### src/rtl/irq_dispatch.sv
// irq_dispatch
//   Picks the highest-priority (lowest index) pending, enabled interrupt from
//   the control-register file's interrupt_state. It raises a trap request to
//   the pipeline and follows that interrupt through writeback (irq_taken) and
//   return (rfi_in_wb). After a short re-arm window it accepts a new request.
//
//   Optional build macro: IRQ_STATS_EN adds irq_count / irq_max_latency.
//
// Ports
//   clk              clock, all state on rising edge
//   rst              synchronous active-high reset (overrides stall)
//   interrupt_state  pending & enabled mask, bits [NUM_IRQ-1:0] examined
//   stall            pipeline stall, all state holds while high
//   irq_taken        pulse, interrupt trap reached writeback
//   rfi_in_wb        pulse, return-from-interrupt reached writeback
//   irq_req          registered trap request
//   irq_num          index of requested / serviced interrupt
//   irq_vector       VECTOR_BASE + irq_num*4
//   irq_efg          {1'b1 cause bit, ..., one-hot(irq_num) in [15:0]}
//   busy             high while requesting or servicing
//   irq_count        (IRQ_STATS_EN) accepted interrupts, wraps
//   irq_max_latency  (IRQ_STATS_EN) worst request-to-take latency, saturating
//
// Handshake: irq_req stays high until the pipeline answers with irq_taken on
// an unstalled cycle, or until software clears the latched pending bit. In
// that case the request is withdrawn. The index is frozen while requesting.
module irq_dispatch #(
    parameter int          NUM_IRQ      = 16,
    parameter logic [31:0] VECTOR_BASE  = 32'h0000_0100,
    parameter int          REARM_CYCLES = 2
) (
    input  logic        clk,
    input  logic        rst,
    input  logic [31:0] interrupt_state,
    input  logic        stall,
    input  logic        irq_taken,
    input  logic        rfi_in_wb,
    output logic        irq_req,
    output logic [3:0]  irq_num,
    output logic [31:0] irq_vector,
    output logic [31:0] irq_efg,
`ifdef IRQ_STATS_EN
    output logic [31:0] irq_count,
    output logic [15:0] irq_max_latency,
`endif
    output logic        busy
);

    typedef enum logic [1:0] {
        ST_IDLE    = 2'd0,
        ST_REQ     = 2'd1,
        ST_SERVICE = 2'd2,
        ST_REARM   = 2'd3
    } state_t;

    // State is kept as a named signal so checkers can bind to it.
    state_t     state_q, state_d;
    logic [3:0] num_q, num_d;
    logic [3:0] cnt_q, cnt_d;
    logic       req_q, req_d;
    logic       busy_q, busy_d;

    logic       win_valid;
    logic [3:0] win_num;
    logic       latched_bit;

    // Lowest set index wins. Scan from the top so the lowest index is the
    // last one written.
    always_comb begin
        win_valid = 1'b0;
        win_num   = 4'd0;
        for (int i = NUM_IRQ - 1; i >= 0; i--) begin
            if (interrupt_state[i]) begin
                win_valid = 1'b1;
                win_num   = 4'(i);
            end
        end
    end

    // num_q is only ever loaded from win_num, so it always stays below NUM_IRQ.
    assign latched_bit = interrupt_state[num_q];

    always_comb begin
        state_d = state_q;
        num_d   = num_q;
        cnt_d   = cnt_q;
        case (state_q)
            ST_IDLE: begin
                if (win_valid) begin
                    state_d = ST_REQ;
                    num_d   = win_num;
                end
            end
            ST_REQ: begin
                // A take in the same cycle as a clear still counts as a take.
                if (irq_taken) begin
                    state_d = ST_SERVICE;
                end else if (!latched_bit) begin
                    state_d = ST_IDLE;
                end
            end
            ST_SERVICE: begin
                if (rfi_in_wb) begin
                    state_d = ST_REARM;
                    cnt_d   = 4'(REARM_CYCLES - 1);
                end
            end
            ST_REARM: begin
                // This window lets the control-register re-enable write land.
                if (cnt_q == 4'd0) begin
                    state_d = ST_IDLE;
                end else begin
                    cnt_d = cnt_q - 4'd1;
                end
            end
            default: begin
                state_d = ST_IDLE;
            end
        endcase
        req_d  = (state_d == ST_REQ);
        busy_d = (state_d == ST_REQ) || (state_d == ST_SERVICE);
    end

    always_ff @(posedge clk) begin
        if (rst) begin
            state_q <= ST_IDLE;
            num_q   <= 4'd0;
            cnt_q   <= 4'd0;
            req_q   <= 1'b0;
            busy_q  <= 1'b0;
        end else if (!stall) begin
            state_q <= state_d;
            num_q   <= num_d;
            cnt_q   <= cnt_d;
            req_q   <= req_d;
            busy_q  <= busy_d;
        end
    end

    assign irq_req    = req_q;
    assign busy       = busy_q;
    assign irq_num    = num_q;
    assign irq_vector = VECTOR_BASE + {26'd0, num_q, 2'b00};
    assign irq_efg    = 32'h8000_0000 | (32'h0000_0001 << num_q);

`ifdef IRQ_STATS_EN
    logic [15:0] lat_q;
    logic [15:0] lat_inc;
    logic [31:0] count_q;
    logic [15:0] max_q;
    logic        accept;

    assign lat_inc = (lat_q == 16'hFFFF) ? 16'hFFFF : lat_q + 16'd1;
    assign accept  = !stall && (state_q == ST_REQ) && irq_taken;

    // The latency counter runs through stalls, so it measures the wall-clock
    // time the request waited.
    always_ff @(posedge clk) begin
        if (rst) begin
            lat_q   <= 16'd0;
            count_q <= 32'd0;
            max_q   <= 16'd0;
        end else begin
            if (!stall && (state_q == ST_IDLE) && (state_d == ST_REQ)) begin
                lat_q <= 16'd0;
            end else if (state_q == ST_REQ) begin
                lat_q <= lat_inc;
            end
            if (accept) begin
                count_q <= count_q + 32'd1;
                if (lat_inc > max_q) begin
                    max_q <= lat_inc;
                end
            end
        end
    end

    assign irq_count       = count_q;
    assign irq_max_latency = max_q;
`endif

endmodule
### config.mk
export PLATFORM = sky130hd
export DESIGN_NAME = irq_dispatch
export DESIGN_NICKNAME = d
export VERILOG_FILES = /design/src/rtl/irq_dispatch.sv
export SDC_FILE = /design/constraint.sdc
export NUM_CORES = 1
export LEC_CHECK = 0
export CAP_MARGIN = 40
export CORE_AREA = 2 2 55 78
export CTS_BUF_LIST = sky130_fd_sc_hd__clkbuf_8
export CTS_CLUSTER_SIZE = 30
export DETAILED_ROUTE_END_ITERATION = 10
export DIE_AREA = 0 0 57 80
export GPL_ROUTABILITY_DRIVEN = 0
export PLACE_DENSITY = 0.86
export SYNTH_ARGS = -nofsm -noshare
export SYNTH_HDL_FRONTEND = slang
export SYNTH_SLANG_ARGS = --single-unit
### constraint.sdc
create_clock -name clk -period 5.64 [get_ports clk]
set_clock_uncertainty 0.2 [all_clocks]
set_input_delay 1.128 -clock clk [delete_from_list [all_inputs] [get_ports clk]]
set_output_delay 1.128 -clock clk [all_outputs]
set_load 0.01 [all_outputs]
# Word-level counts from Yosys, hierarchy flattened

Cells that the tools add are included.

Shift-type cells: 1
Mux-type cells: 43
Equal/unequal tests: 7
Bitwise operators: 1
Reduce and logical (&&, ||, !) cells: 6
Order comparisons: 1
$add $sub $neg: 2

Operator list:

| cell                                                       | number |
|---|---|
| 2-to-1 mux 4 bit                                           | 18 |
| left shift 1 x 4 -> 31 bit, first input constant           | 1 |
| 2-to-1 mux 1 bit                                           | 17 |
| adder 9 x 6 -> 10 bit, first input constant                | 1 |
| 2-to-1 mux 2 bit                                           | 5 |
| one-hot mux 2 bit (4 select lines)                         | 1 |
| one-hot mux 4 bit (2 select lines)                         | 1 |
| equality test 2 bit, second input constant                 | 3 |
| less-than comparator 4 x 6 -> 1 bit, second input constant | 1 |
| binary-select mux 1 bit (select 4 bit)                     | 1 |
| equality test 2 x 1 -> 1 bit, second input constant        | 2 |
| zero test 4 bit                                            | 1 |
| != test 2 bit, second input constant                       | 2 |
| AND reduction 4 bit                                        | 1 |
| subtractor 4 x 1 -> 4 bit, second input constant           | 1 |
| AND reduction 3 bit                                        | 1 |
| zero test 2 bit                                            | 1 |
| nonzero test 2 bit                                         | 1 |
| logical OR 1 bit                                           | 1 |
| inverter 1 bit                                             | 1 |

Register bits: 12
Output and inout port bits: 70
Logic and storage cells: 66

# Longest topological paths before layout

Gate-level depths: netlist of run 1.

Depth after elaboration: 20
Depth in mapped cells: 10
Gate-level depth less buffers: 10

# Least setup slack after synthesis of run 1

No wires, ideal clock.

Path kind: input to register
Start: input port interrupt_state[9]
End: register busy_q, in the netlist busy
Data required time: 5.312 ns
Buffers on the path: 0
Setup slack: 2.804 ns
Stages: 8
Arrival time: 2.509 ns
Path through: mux4_1 -> mux2_4 -> nand4_2 -> o211ai_2 -> ha_1 -> nor2_1 -> a21oi_1 -> nor2_1

Word-level cells in the longest chain between the ends: 14

RTL lines:

| item                                                                | RTL line | RTL |
|---|---|---|
| start, declared                                                     | 34       | `input logic [31:0] interrupt_state,` |
| 2-to-1 mux 1 bit (10 in a row)                                      | 73       | `if (interrupt_state[i]) begin` |
| 2-to-1 mux 2 bit                                                    | 89       | `if (win_valid) begin` |
| one-hot mux 2 bit (4 select lines) (*)                              | 87       | `case (state_q)` |
| equality test 2 x 1 -> 1 bit or equality test 2 bit (tied branches) | 121      | `busy_d = (state_d == ST_REQ) \|\| (state_d == ST_SERVICE);` |
| logical OR 1 bit (*)                                                | 121      |  |
| end signal, assigned                                                | 136      | `busy_q <= busy_d;` |
| end, declared                                                       | 61       | `logic busy_q, busy_d;` |

Every way passes the cells marked *; elsewhere a longest branch is shown, timed or not. The select of a mux whose other input is x is not followed.
A chain may end at the register's enable or synchronous reset.

# Final worst setup path of run 1

Start: input port interrupt_state[2]
End: register busy_q, in the netlist busy

Word-level cells in the longest chain between the ends: 7

RTL lines:

| item                                                                       | RTL line |
|---|---|
| binary-select mux 1 bit (select 4 bit) or 2-to-1 mux 1 bit (tied branches) | 81, 73 |
| 2-to-1 mux 1 bit, on equally long branches                                 | 81, 73 |
| 2-to-1 mux 2 bit or 2-to-1 mux 1 bit (tied branches)                       | 98, 73 |
| 2-to-1 mux 2 bit, on equally long branches                                 | 96, 89 |
| one-hot mux 2 bit (4 select lines) (*)                                     | 87 |
| equality test 2 x 1 -> 1 bit or equality test 2 bit (tied branches)        | 121 |
| logical OR 1 bit (*)                                                       | 121 |

Marked as above.

==> results.txt, run 1 <==
----------------------------------------------------
[Global route]
  Met1 track demand over resource ... 0.115
  Pin count of the biggest net entering global routing ... 17
  Met3 track demand over resource ... 0.0211
  Met2 usage in global routing ... 0.298
  Number of global-route vias before repair ... 1097
  Total congestion overflow after global routing ... 0
  Most used routing layer in global routing ... met2
  Global router's overall resource usage ... 0.133
  Number of antenna violations at the first check in global routing ... 0
  Global-route wire length before repair ... 4.86 mm

[Setup path]
  Critical path, cell by cell ... clkdlybuf4s50_1, nor4_1, nand4_1, a21boi_4, o211ai_2, ha_1, nor2_1, a21oi_1, nor2_1
  CP Capture Type ... flip-flop
  CP Class ... in -> reg
  Startpoint type of the worst setup path ... primary input
  Worst r2r path cells ... 8
  Largest stage delay on the critical path ... 0.53 ns
  Worst reg2reg path startpoint ... irq_num[1]$_SDFFE_PP0P_
  Data arrival at the endpoint of the critical path ... 3.18 ns
  Slowest cell on crit path ... sky130_fd_sc_hd__nor4_1
  Top fanout value on the critical path ... 5
  Destination of the worst register-to-register timing path ... busy$_SDFFE_PP0N_
  Minimum setup slack among reg-to-reg paths ... 3.05 ns
  Crit path buf inv count ... 1
  Required arrival time at the worst endpoint ... 5.55 ns
  Most used cell, CP ... sky130_fd_sc_hd__nor2_1
  Crit path max-delay family ... simple AND/OR/NAND/NOR gates

[Routing]
  Drt first-iter violations ... 35
  DR pass1 iterations ... 4
  Routed vias ... 1249
  Residual DRC ... 0
  Post-detailed-route count of antenna-violating nets ... 0
  DR WL/cell ... 11.5 microns
  Final WL ... 3.05 mm
  Routed via count divided by cell count ... 4.71

[Floorplan]
  Width of the die ... 57 microns
  Number of placed I/O pins ... 107
  Chip Height ... 80 microns
  Number of standard-cell rows in the floorplan ... 27
  Core region area ... 3850 sq um
  Area of the die ... 4560 sq um
  Starting density of the core ... 0.359

[STA]
  Post-route minimum period ... 3.27 ns
  Share of the clock period used by the worst path after layout ... 0.581
  Unrepaired setup endpoints after global routing ... false
  Slew at the pin with the worst max-slew slack ... 0.601 ns
  Pins over their slew limit ... 0
  Setup Viol. Count Final ... 0
  Slew margin rel. ... 0.598
  Setup TNS ... 0 ns
  Count of endpoints failing hold in the final timing report ... 0
  Final setup margin ... 2.37 ns
  Achievable frequency ... 305 MHz

[Hold path]
  Worst hold path cell count ... 2
  Path type of the worst min-delay path ... reg -> reg
  Worst hold endpoint ... cnt_q[1]$_SDFFE_PP0P_
  Worst Hold Launch ... cnt_q[1]$_SDFFE_PP0P_

[Cells and area]
  Number of diodes ... 0
  Most used cells in the layout excluding fill and tap cells ... sky130_fd_sc_hd__clkdlybuf4s50_1 (46), sky130_fd_sc_hd__conb_1 (44), sky130_fd_sc_hd__nor2_1 (29), sky130_fd_sc_hd__dfxtp_1 (12), sky130_fd_sc_hd__a21oi_1 (11)
  Area Growth Syn to Fin ... 22.7%
  Fraction of layout instances using a drive strength above 1 ... 0.0450
  Most common library cell in the layout ignoring fill and taps ... sky130_fd_sc_hd__clkdlybuf4s50_1
  Post-layout utilization of the core ... 0.440
  Fillcell total ... 401
  Final-stage net count ... 263

[Power]
  Maximum ir drop on the vdd rail ... 0.0000920 V
  Leakage ... 0.691 nW
  Areal power density over the cells ... 164 nW/um^2

[Clock tree]
  Clock transition at the register clock pins on the worst setup and hold paths after CTS ... 0.05 ns
  Number of H-tree levels ... 1
  Post-CTS setup buffer count ... 0
  CTS Hold Buffers Added ... 0
  Longest Clk Path Bufs ... 2
  Post-cts repair resize count ... 0
  Number of buffers added by the clock tree synthesis step ... 3
  CTS tree ... yes
  CTS Root Buffer Type ... sky130_fd_sc_hd__clkbuf_8
  Number of sinks on the clock net ... 12
  Clock insertion delay at the later pin of the skew report ... 0.24 ns

[Synth]
  Warnings from Yosys ... 0
  Top post-synthesis cells by area ... sky130_fd_sc_hd__buf_4 (26%), sky130_fd_sc_hd__dfxtp_1 (17%), sky130_fd_sc_hd__nor2_1 (7.9%)
  Mean instance size in the synthesized netlist ... 7.39 sq um
  Number of synthesized flops with an enable pin ... 0
  Number of standard cells after synthesis ... 187
  Number of synthesized register bits ... 12
  Async SR Flop Fraction ... 0
  Sequential element share of the synthesized area ... 0.174
  Cell type with the largest total area after synthesis ... sky130_fd_sc_hd__buf_4
  Unique cell type count in the Yosys netlist ... 40
  Synth top area share ... 0.261
  Cell area after technology mapping ... 1380 sq um
  Most used flip-flop cell after synthesis ... sky130_fd_sc_hd__dfxtp_1

[Placement]
  Hpwl dp ... 2.53 mm
  Buffers on Ports ... 46
  Worst-case setup slack after placement ... 2.14 ns

[Run status]
  Result of the run ... finished, final reports clean

[Flow run]
  Max_cap viols ... 0

----------------------------------------------------
## tightest hold or removal path: cells and delay by family (launching register included)
family,cells,cell delay [ns]
and+or+nand+nor,1,0.06
DFF,1,0.31
AOI/OAI and AO/OA,1,0.05
## metal layers
layer / vias to the layer above / share of wire
met2: 59 / 0.60
met4: 0 / 0.0089
met1: 566 / 0.32
met3: 4 / 0.071
met5: - / 0
li1: 620 / -
## where the power goes
part	internal [W]	switching [W]	total (W)
logic	0.0000477	0.0000511	0.0000988
registers	0.0000907	0.0000117	0.000102
clock network	0.0000469	0.0000292	0.0000761
## layout make-up
class | instances | area [sq um] | area share
tap | 43 | 53.8 | 0.0317
clock buffer | 3 | 41.3 | 0.0244
sequential | 12 | 240 | 0.142
multi-input combinational | 151 | 862 | 0.508
inverter | 10 | 37.5 | 0.0221
timing repair buffer | 46 | 460 | 0.272
## stage by stage
stage | instances | hold WS, ns | total power (W) | area (sq um)
final | 265 | 0.272 | 0.000277 | 1700
after global routing | 265 | 0.310 | 0.000296 | 1700
after CTS | 265 | 0.274 | 0.000278 | 1700
after detailed placement | 262 | 0.267 | 0.000202 | 1650
after global placement | 262 | 0.255 | 0.000200 | 1650
after floorplan | 229 | 0.245 | 0.000184 | 1540
## Yosys cell counts, types with 2 or more instances
cell and n:
sky130_fd_sc_hd__o31ai_1 2, sky130_fd_sc_hd__clkbuf_1 6, sky130_fd_sc_hd__nand2_1 8, sky130_fd_sc_hd__ha_1 2
sky130_fd_sc_hd__a211oi_1 3, sky130_fd_sc_hd__mux2i_1 5, sky130_fd_sc_hd__nand3b_1 2, sky130_fd_sc_hd__xnor2_1 2
sky130_fd_sc_hd__nor3_1 7, sky130_fd_sc_hd__a21oi_1 11, sky130_fd_sc_hd__nand3_1 3, sky130_fd_sc_hd__nand2b_1 5
sky130_fd_sc_hd__nand4_1 2, sky130_fd_sc_hd__buf_4 48, sky130_fd_sc_hd__conb_1 2, sky130_fd_sc_hd__dfxtp_1 12
sky130_fd_sc_hd__o211ai_1 2, sky130_fd_sc_hd__inv_1 10, sky130_fd_sc_hd__nor4_1 6, sky130_fd_sc_hd__nor2_1 29
## flip-flops by register name, indices dropped and copies added (netlist names)
signal,flops
busy,1
cnt_q,4
irq_num,4
irq_req,1
state_q,2
## kinds of logic (layout without fill, tap and decap cells)
| logic type | Yosys count | count (layout) | synth area share |
|---|---|---|---|
| buf+inv | 66 | 59 | 0.316 |
| flops | 12 | 12 | 0.174 |
| fa+ha+maj | 2 | 2 | 0.0181 |
| other cells | 2 | 44 | 0.00544 |
| mux | 8 | 8 | 0.0824 |
| compound gates | 27 | 27 | 0.145 |
| xor+xnor | 2 | 2 | 0.0127 |
| simple gates | 68 | 68 | 0.246 |
## worst max-delay path by stage
stage,startpoint,to,slack [ns],depth (start not counted)
final,interrupt_state[2],busy$_SDFFE_PP0N_,2.37,9
after CTS,irq_num[1]$_SDFFE_PP0P_,irq_efg[3],2.35,3
after global routing,irq_num[1]$_SDFFE_PP0P_,irq_efg[3],2.19,3
after floorplan,interrupt_state[9],busy$_SDFFE_PP0N_,2.80,8
after detailed placement,interrupt_state[2],busy$_SDFFE_PP0N_,2.14,9
after global placement,interrupt_state[2],busy$_SDFFE_PP0N_,2.14,9
Note: power is estimated with default switching activity, not from simulation.
==> run 2, diff against run 1 <==
--- a/config.mk
+++ b/config.mk
@@ -6,13 +6,13 @@
 export NUM_CORES = 1
 export LEC_CHECK = 0
 export CAP_MARGIN = 40
-export CORE_AREA = 2 2 55 78
+export CORE_AREA = 2 2 57 80
 export CTS_BUF_LIST = sky130_fd_sc_hd__clkbuf_8
 export CTS_CLUSTER_SIZE = 30
 export DETAILED_ROUTE_END_ITERATION = 10
-export DIE_AREA = 0 0 57 80
+export DIE_AREA = 0 0 59 82
 export GPL_ROUTABILITY_DRIVEN = 0
-export PLACE_DENSITY = 0.86
+export PLACE_DENSITY = 0.82
 export SYNTH_ARGS = -nofsm -noshare
 export SYNTH_HDL_FRONTEND = slang
 export SYNTH_SLANG_ARGS = --single-unit
==> constraint.sdc (replaced) <==
create_clock -name clk -period 3.1 [get_ports clk]
set_clock_uncertainty 0.2 [all_clocks]
set_input_delay 0.62 -clock clk [delete_from_list [all_inputs] [get_ports clk]]
set_output_delay 0.62 -clock clk [all_outputs]
set_load 0.01 [all_outputs]
==> run 2 against run 1 <==
Net effect: combinational power grew 86%; routed wire length shrank 5.0%; largest power group unchanged; first-iteration DRC count grew 110%; sequential cell count is the same; register-to-register slack lost 2.5 ns; clock-buffer cell count is the same; final cell count grew 1.9%; design area grew 1.5%; clock power grew 76%; largest cell class unchanged; non-clock buffer count grew 3; utilization shrank 2.4 points.
==> results.txt, run 2 (same netlist as run 1, synthesis figures left out) <==
----------------------------------------------------
[Placement]
  Worst-case setup slack after placement ... 0.150 ns (was 2.14 ns)
  Buffers on Ports ... 46 (unchanged)
  Number of placed instances with taps included ... 267 (was 262)
  DP Area ... 1680 sq um (was 1650 sq um)
  Hpwl dp ... 2.44 mm (was 2.53 mm)

[Cells and area]
  Most common library cell in the layout ignoring fill and taps ... sky130_fd_sc_hd__clkdlybuf4s50_1 (unchanged)
  Most used cells in the layout excluding fill and tap cells ... sky130_fd_sc_hd__clkdlybuf4s50_1 (46), sky130_fd_sc_hd__conb_1 (44), sky130_fd_sc_hd__nor2_1 (29), sky130_fd_sc_hd__dfxtp_1 (12), sky130_fd_sc_hd__a21oi_1 (11) (unchanged)
  Final-stage net count ... 266 (was 263)
  Number of diodes ... 0 (unchanged)
  Final non-filler cell total ... 270 (was 265)
  Final non-filler cell area ... 1720 sq um (was 1700 sq um)
  Area Growth Syn to Fin ... 24.5% (was 22.7%)
  Post-layout utilization of the core ... 0.416 (was 0.440)
  Fraction of layout instances using a drive strength above 1 ... 0.0578 (was 0.0450)

[Floorplan]
  Chip Height ... 82 microns (was 80 microns)
  Area of the die ... 4840 sq um (was 4560 sq um)
  Core region area ... 4130 sq um (was 3850 sq um)
  Width of the die ... 59 microns (was 57 microns)
  Number of placed I/O pins ... 107 (unchanged)
  Number of standard-cell rows in the floorplan ... 28 (was 27)
  Starting density of the core ... 0.334 (was 0.359)

[STA]
  Slew margin rel. ... 0.597 (was 0.598)
  Setup Viol. Count Final ... 0 (unchanged)
  Setup TNS ... 0 ns (unchanged)
  Unrepaired setup endpoints after global routing ... false (unchanged)
  Slew at the pin with the worst max-slew slack ... 0.603 ns (was 0.601 ns)
  Share of the clock period used by the worst path after layout ... 0.892
  Count of endpoints failing hold in the final timing report ... 0 (unchanged)
  Final setup margin ... 0.335 ns (was 2.37 ns)
  Post-route minimum period ... 2.76 ns
  Pins over their slew limit ... 0 (unchanged)
  Achievable frequency ... 362 MHz

[Setup path]
  CP Capture Type ... primary output (was flip-flop)
  Data arrival at the endpoint of the critical path ... 1.94 ns (was 3.18 ns)
  Slowest cell on crit path ... sky130_fd_sc_hd__dfxtp_1 (was sky130_fd_sc_hd__nor4_1)
  Critical path, cell by cell ... nand2_1, nor3_1, clkdlybuf4s50_1 (was clkdlybuf4s50_1, nor4_1, nand4_1, a21boi_4, o211ai_2, ha_1, nor2_1, a21oi_1, nor2_1)
  Crit path buf inv count ... 1 (unchanged)
  Required arrival time at the worst endpoint ... 2.28 ns (was 5.55 ns)
  Startpoint type of the worst setup path ... flip-flop (was primary input)
  Crit path max-delay family ... flip-flops (was simple AND/OR/NAND/NOR gates)
  Minimum setup slack among reg-to-reg paths ... 0.51 ns (was 3.05 ns)
  Largest stage delay on the critical path ... 0.70 ns (was 0.53 ns)
  Top fanout value on the critical path ... 16 (was 5)
  CP Class ... reg -> out (was in -> reg)

[Routing]
  DR pass1 iterations ... 4 (unchanged)
  Routed vias ... 1259 (was 1249)
  Routed via count divided by cell count ... 4.66 (was 4.71)
  Post-detailed-route count of antenna-violating nets ... 0 (unchanged)
  Final WL ... 2.90 mm (was 3.05 mm)
  DR WL/cell ... 10.7 microns (was 11.5 microns)
  Residual DRC ... 0 (unchanged)
  Drt first-iter violations ... 72 (was 35)

[Global route]
  Number of global-route vias before repair ... 1118 (was 1097)
  Global router's overall resource usage ... 0.116 (was 0.133)
  Number of antenna violations at the first check in global routing ... 0 (unchanged)
  Total congestion overflow after global routing ... 0 (unchanged)
  Global-route wire length before repair ... 4.53 mm (was 4.86 mm)
  Pin count of the biggest net entering global routing ... 17 (unchanged)

[Power]
  Clock power frac ... 0.267 (was 0.274)
  Combinational share of power ... 0.366 (was 0.356)
  Proportion of power drawn by flip-flops and latches ... 0.367 (was 0.369)
  Maximum ir drop on the vdd rail ... 0.000107 V (was 0.0000920 V)
  Areal power density over the cells ... 292 nW/um^2 (was 164 nW/um^2)
  Leakage ... 0.707 nW (was 0.691 nW)
  Switch share ... 0.325 (was 0.332)
  Total net switching power ... 0.000163 W (was 0.0000920 W)
  Internal power ... 0.000339 W (was 0.000185 W)

[Run status]
  Result of the run ... finished, final reports clean (unchanged)

[Clock tree]
  Clock transition at the register clock pins on the worst setup and hold paths after CTS ... 0.05 ns (about the same)
  Post-cts repair resize count ... 0 (unchanged)
  Number of sinks on the clock net ... 12 (unchanged)
  Longest Clk Path Bufs ... 2 (unchanged)
  CTS Root Buffer Type ... sky130_fd_sc_hd__clkbuf_8 (unchanged)
  Post-CTS setup buffer count ... 0 (unchanged)
  Number of H-tree levels ... 1 (unchanged)
  Clock insertion delay at the later pin of the skew report ... 0.23 ns (was 0.24 ns)
  Number of buffers added by the clock tree synthesis step ... 3 (unchanged)
  CTS tree ... yes (unchanged)
  CTS Hold Buffers Added ... 0 (unchanged)

[Hold path]
  Path type of the worst min-delay path ... reg -> reg (unchanged)

[Flow run]
  Max_cap viols ... 0 (unchanged)

----------------------------------------------------
[run 2: cell count changes in the layout (fill, tap and decap cells not counted)]
cell	before	now
sky130_fd_sc_hd__buf_4	0	3
[run 2: metrics by stage]
step	hold WS [ns]	power [W]
final	0.271	0.000502
after global routing	0.308	0.000533
after CTS	0.279	0.000504
after detailed placement	0.272	0.000368
after global placement	0.263	0.000367
after floorplan	0.245	0.000334
[run 2: final timing paths]
path                      startpoint                    end  cells past startpoint
max reg2reg  irq_num[1]$_SDFFE_PP0P_      busy$_SDFFE_PP0N_                      8
min            cnt_q[1]$_SDFFE_PP0P_  cnt_q[1]$_SDFFE_PP0P_                      2
min reg2reg    cnt_q[1]$_SDFFE_PP0P_  cnt_q[1]$_SDFFE_PP0P_                      2
max          irq_num[1]$_SDFFE_PP0P_             irq_efg[3]                      3
[run 2: per-layer routing]
metal,GRT usage,up-vias,routed length [microns]
met5,0,-,0
met4,0.0386,0,0
met3,0.00630,0,174
met2,0.252,58,1700
met1,0.109,576,1030
li1,-,625,-
[run 2: worst register-to-register path: cells and delay by family, from the launching register on]
family | cells | cell delay [ns]
AND/OR/NAND/NOR | 3 | 0.19
AO/OA/AOI/OAI | 2 | 0.23
multiplexers | 2 | 0.87
flip-flops | 1 | 0.70
adder cells (fa/ha/maj) | 1 | 0.29
[run 2: final cells by class]
| cell class | count | area (sq um) |
|---|---|---|
| Clock buffer | 3 | 41.3 |
| Sequential cell | 12 | 240 |
| Tap cell | 45 | 56.3 |
| Fill cell | 417 | 2410 |
| Multi-Input combinational cell | 151 | 862 |
| Timing Repair Buffer | 49 | 483 |
| Inverter | 10 | 37.5 |
[run 2: power groups by stage]
stage | clock network, W | logic [W] | registers [W]
detailed placement | 0 | 0.000181 | 0.000187
CTS | 0.000138 | 0.000182 | 0.000184
floorplan | 0 | 0.000156 | 0.000179
global route | 0.000146 | 0.000200 | 0.000186
finish | 0.000134 | 0.000184 | 0.000184
global placement | 0 | 0.000180 | 0.000187
